### src/rtl/key_conditioner.sv
// key_conditioner: synchronizes and debounces three active-low pushbuttons,
// then adds a fire-key press pulse with auto-repeat and a sticky request flag.
module key_conditioner #(
  parameter int DEBOUNCE      = 500000,
  parameter int CNT_W         = 20,
  parameter int REPEAT_DELAY  = 25000000,
  parameter int REPEAT_PERIOD = 5000000,
  parameter int RPT_W         = 25
) (
  input  logic clk,
  input  logic rst,
  input  logic key_right_raw,
  input  logic key_left_raw,
  input  logic key_fire_raw,
  input  logic tik,
  output logic key_right,
  output logic key_left,
  output logic key_fire,
  output logic fire_press,
  output logic fire_req
);

  localparam logic [CNT_W-1:0] DB_MAX  = CNT_W'(DEBOUNCE - 1);
  localparam logic [CNT_W-1:0] CNT_ONE = CNT_W'(1);
  localparam logic [RPT_W-1:0] RD_LOAD = RPT_W'(REPEAT_DELAY - 1);
  localparam logic [RPT_W-1:0] RP_LOAD = RPT_W'(REPEAT_PERIOD - 1);
  localparam logic [RPT_W-1:0] RPT_ONE = RPT_W'(1);

  typedef enum logic [1:0] {
    IDLE,
    DELAY,
    REPEAT
  } state_t;

  logic [2:0]       raw;
  logic [2:0]       sync0;
  logic [2:0]       sync1;
  logic [2:0]       stable;
  logic [CNT_W-1:0] cnt [3];
  logic             fire_fall;

  state_t           state_q;
  state_t           state_d;
  logic [RPT_W-1:0] rcnt_q;
  logic [RPT_W-1:0] rcnt_d;
  logic             press_d;

  // bit 0 right, bit 1 left, bit 2 fire
  assign raw = {key_fire_raw, key_left_raw, key_right_raw};

  // Two-flop synchronizer; released level is 1
  always_ff @(posedge clk) begin
    if (rst) begin
      sync0 <= '1;
      sync1 <= '1;
    end else begin
      sync0 <= raw;
      sync1 <= sync0;
    end
  end

  // Per-key debounce: level flips after DEBOUNCE consecutive differing samples
  always_ff @(posedge clk) begin
    if (rst) begin
      stable <= '1;
      for (int k = 0; k < 3; k++) cnt[k] <= '0;
    end else begin
      for (int k = 0; k < 3; k++) begin
        if (sync1[k] == stable[k]) begin
          cnt[k] <= '0;
        end else if (cnt[k] == DB_MAX) begin
          stable[k] <= sync1[k];
          cnt[k]    <= '0;
        end else begin
          cnt[k] <= cnt[k] + CNT_ONE;
        end
      end
    end
  end

  assign key_right = stable[0];
  assign key_left  = stable[1];
  assign key_fire  = stable[2];

  // Fire level is about to fall on this edge: lets the pulse align with it
  assign fire_fall = stable[2] & ~sync1[2] & (cnt[2] == DB_MAX);

  // Auto-repeat next state, counter and pulse
  always_comb begin
    state_d = state_q;
    rcnt_d  = rcnt_q;
    press_d = 1'b0;
    unique case (state_q)
      IDLE: begin
        if (fire_fall) begin
          press_d = 1'b1;
          rcnt_d  = RD_LOAD;
          state_d = DELAY;
        end
      end
      DELAY, REPEAT: begin
        if (stable[2]) begin
          state_d = IDLE;
          rcnt_d  = '0;
        end else if (rcnt_q == '0) begin
          press_d = 1'b1;
          rcnt_d  = RP_LOAD;
          state_d = REPEAT;
        end else begin
          rcnt_d = rcnt_q - RPT_ONE;
        end
      end
      default: begin
        state_d = IDLE;
        rcnt_d  = '0;
      end
    endcase
  end

  // Auto-repeat registers and sticky request; a new pulse wins over tik
  always_ff @(posedge clk) begin
    if (rst) begin
      state_q    <= IDLE;
      rcnt_q     <= '0;
      fire_press <= 1'b0;
      fire_req   <= 1'b0;
    end else begin
      state_q    <= state_d;
      rcnt_q     <= rcnt_d;
      fire_press <= press_d;
      fire_req   <= fire_press | (fire_req & ~tik);
    end
  end

endmodule

### config.mk
export PLATFORM = sky130hd
export DESIGN_NAME = key_conditioner
export DESIGN_NICKNAME = d
export VERILOG_FILES = /design/src/rtl/key_conditioner.sv
export SDC_FILE = /design/constraint.sdc
export NUM_CORES = 1
export LEC_CHECK = 0
export CORE_MARGIN = 4
export CORE_UTILIZATION = 55
export CTS_CLUSTER_DIAMETER = 200
export CTS_CLUSTER_SIZE = 30
export DETAILED_ROUTE_END_ITERATION = 7
export PLACE_DENSITY = 0.73
export SYNTH_ARGS = -nofsm -noshare
export SYNTH_HDL_FRONTEND = slang
export SYNTH_SLANG_ARGS = --single-unit
### constraint.sdc
create_clock -name clk -period 3.4 [get_ports clk]
set_input_delay 0.68 -clock clk [delete_from_list [all_inputs] [get_ports clk]]
set_output_delay 0.68 -clock clk [all_outputs]
set_load 0.1 [all_outputs]
==> run metrics <==
CP max FO 14; Worst path slowest cell or3_1; clk_skew about 0.012 ns; Worst-Skew Late Latency 0.36 ns; Vias per Instance around 5.8; drt wl/cell ~15 um; status complete, no violations; commonest non-fill, non-tap cells in the layout 88 x nor2_1, 60 x edfxtp_1, 60 x conb_1; antenna cells 0; Clock transition at path regs 0.10 ns; Slew headroom 35.7%; Detail Route Antenna Nets 0; CP Data Arrival Time 3.02 ns; DR pass1 iterations 5; H-Tree Level Count 3; FF-to-FF path depth 8; cell count after synthesis 540; sequential share of the synthesized area ~50%; Routed WL between 10000 and 15000 um; power share of the sequential group around 60%; CORE AREA 8890 um2; worst setup path class reg -> reg; r2r setup slk between 0.6 and 0.7 ns; die extent in x 105 um; Top Ports 11; CTS resizes 0; # rows 34; Critical Path Source Type flip-flop; Total Negative Setup Slacks 0 ns; Cell variety after synth 51; Tcrit/Tclk final between 80% and 90%; f_max between 300 and 400 MHz; Hold WS 0.415 ns; PwrDens ~380 nW/um2; RSZ-0062 raised after global routing no; combinational group share of total power under 10%; number of fill cells in the layout 737; GRT Util Overall roughly a fifth; Slew Limit Fails 0; slew at the pin closest to its max-slew limit roughly 0.96 ns; Mapped Area around 5100 um2; area grow syn2layout 12.0%; Post-CTS Setup Bufs 0; clock share of power between 30 and 40%; Psw 509 uW; Post-DP HPWL around 7700 um; final worst setup slack 0.649 ns; Bufs on Longest Clock Path 2; Synth Flop Type edfxtp_1; min cycle time layout 2.75 ns; number of synthesized flops with an enable pin 60; global route total overflow 0; antenna violations before repair 0; hold-critical path endpoint sync1[1]; largest net degree at the start of global routing 21; Die Ht ~100 um; Synth Warn # 0; max incr delay on CP ~0.41 ns; pre-CTS WS roughly 0.70 ns; initial drt markers between 400 and 500; Setup violations, final 0; first-pass GRT wire length approximately 18000 um; type of destination of the critical path flip-flop; Reg2Reg Capture Point rcnt_q[22]; Nets 623; CTS tree built; hold-critical path depth 1; number of global-route vias before repair about 3900; critical path cell sequence inv_1, ha_1, nor2b_1, nand2_1, or3_1, nor4_1, o21ai_1, o311ai_0; hold buffer count at CTS 0; TritonCTS buffer count 9; P_int 1680 uW; CTS root buf clkbuf_8; max-cap viol count 0; worst path required time 3.66 ns; #FFs+latches synth 98; share of cells above drive strength 1 under 10%; initial core utilization between 50% and 60%; drc violations 0; Static Leakage 0.00208 uW; Switching Fraction a little under a quarter; Worst Hold Launch sync0[1]; Final Hold Fails 0; Worst R2R Start state_q[0]; syn avg cell area between 9 and 10 um2; async set-reset flop share out of synthesis 0%; Vias 4159; RePlAce Congestion 0.916; IO Port Bufs 10; die area ~11000 um2; commonest non-fill, non-tap cell in the layout nor2_1; clock sink count 98; Hold WC Path Type reg -> reg; maximum VDD drop between 0.3 and 0.4 mV
-- kinds of logic after synthesis --
| family | count (synthesis) | synth area share [%] |
|---|---|---|
| buffers and inverters | 35 | 2.61 |
| AOI/OAI and AO/OA | 76 | 9.21 |
| xor gates and xnor gates | 51 | 8.72 |
| muxes | 3 | 0.586 |
| and+or+nand+nor | 269 | 27.1 |
| other | 1 | 0.0732 |
| DFF | 98 | 50.0 |
| adders and majority gates | 7 | 1.71 |
-- state kept, by name (all words and copies together), names as in the netlist --
name,cells
sync0,3
fire_req,1
rcnt_q,25
cnt,60
state_q,2
sync1,3
stable,3
fire_press,1
-- cell usage after synthesis (2+ instances only) --
cell type	count	area, um2
a21oi_1	21	105
a31oi_1	7	43.8
a41oi_1	3	26.3
and2_1	3	18.8
and3_1	11	68.8
and4_1	8	70.1
buf_2	2	10.0
clkbuf_1	14	52.6
dfxtp_1	38	761
edfxtp_1	60	1800
ha_1	7	87.6
inv_1	19	71.3
mux2i_1	3	30.0
nand2_1	32	120
nand2b_1	2	12.5
nand3_1	39	195
nand4_1	17	106
nand4b_1	2	17.5
nor2_1	88	330
nor2b_1	3	18.8
nor3_1	18	90.1
nor4_1	9	56.3
nor4_2	2	25.0
o211ai_1	6	45.0
o21ai_0	24	120
o311ai_0	4	35.0
or2_2	8	50.1
or3_1	13	81.3
or3b_2	2	17.5
or4_1	4	30.0
or4_4	2	22.5
xnor2_1	24	210
xor2_1	27	236
-- critical path, delay by kind of cell, from the launching register on --
kind / cells / cell delay [ns]
flip-flops: 1 / 0.38
AO/OA/AOI/OAI: 2 / 0.52
adder cells (fa/ha/maj): 1 / 0.28
AND/OR/NAND/NOR: 4 / 1.40
buffers and inverters: 1 / 0.06
-- power groups by stage --
| stage | logic (uW) | registers [uW] | clock network [uW] |
|---|---|---|---|
| after floorplan | 92.6 | 1350 | 0 |
| after global placement | 118 | 1360 | 0 |
| after detailed placement | 120 | 1360 | 0 |
| after CTS | 121 | 1330 | 757 |
| after global routing | 141 | 1340 | 804 |
| final | 125 | 1330 | 734 |
-- worst max path at each step --
stage          startpoint    endpoint  slack [ns]  depth (start not counted)
2_1_floorplan   stable[2]  rcnt_q[13]        1.01                          6
3_3_place_gp          rst  rcnt_q[21]        0.76                          6
3_5_place_dp    cnt[2][0]   cnt[2][6]        0.70                          6
4_1_cts         cnt[2][0]   cnt[2][6]        0.71                          6
5_1_grt         cnt[2][0]   cnt[2][6]        0.39                          6
6_report       state_q[0]  rcnt_q[22]        0.65                          8
-- area by class of cell --
cell class / count / area [um2] / share of cell area, %
clock buffer: 11 / 131 / 2.29
inverter: 19 / 71.3 / 1.24
sequential: 98 / 2560 / 44.6
timing repair buffer: 16 / 138 / 2.40
multi-input combinational: 466 / 2650 / 46.1
clock inverter: 5 / 53.8 / 0.937
tap: 108 / 135 / 2.35
-- per-layer routing --
layer	GRT usage, %	up-vias	part of all wire (%)
met3	4.59	20	6.1
met4	8.74	0	2.6
met1	26.7	1940	44
met2	33.1	148	47
met5	0	-	0
li1	-	2051	-
-- through the flow --
stage	total power [uW]	cells	instance area (um2)	utilization [%]
finish	2190	723	5740	64.6
global route	2280	723	5740	64.6
CTS	2210	723	5740	64.6
detailed placement	1480	707	5560	62.5
global placement	1470	707	5560	62.5
floorplan	1440	599	5350	-
(Power assumes the default switching activity.)
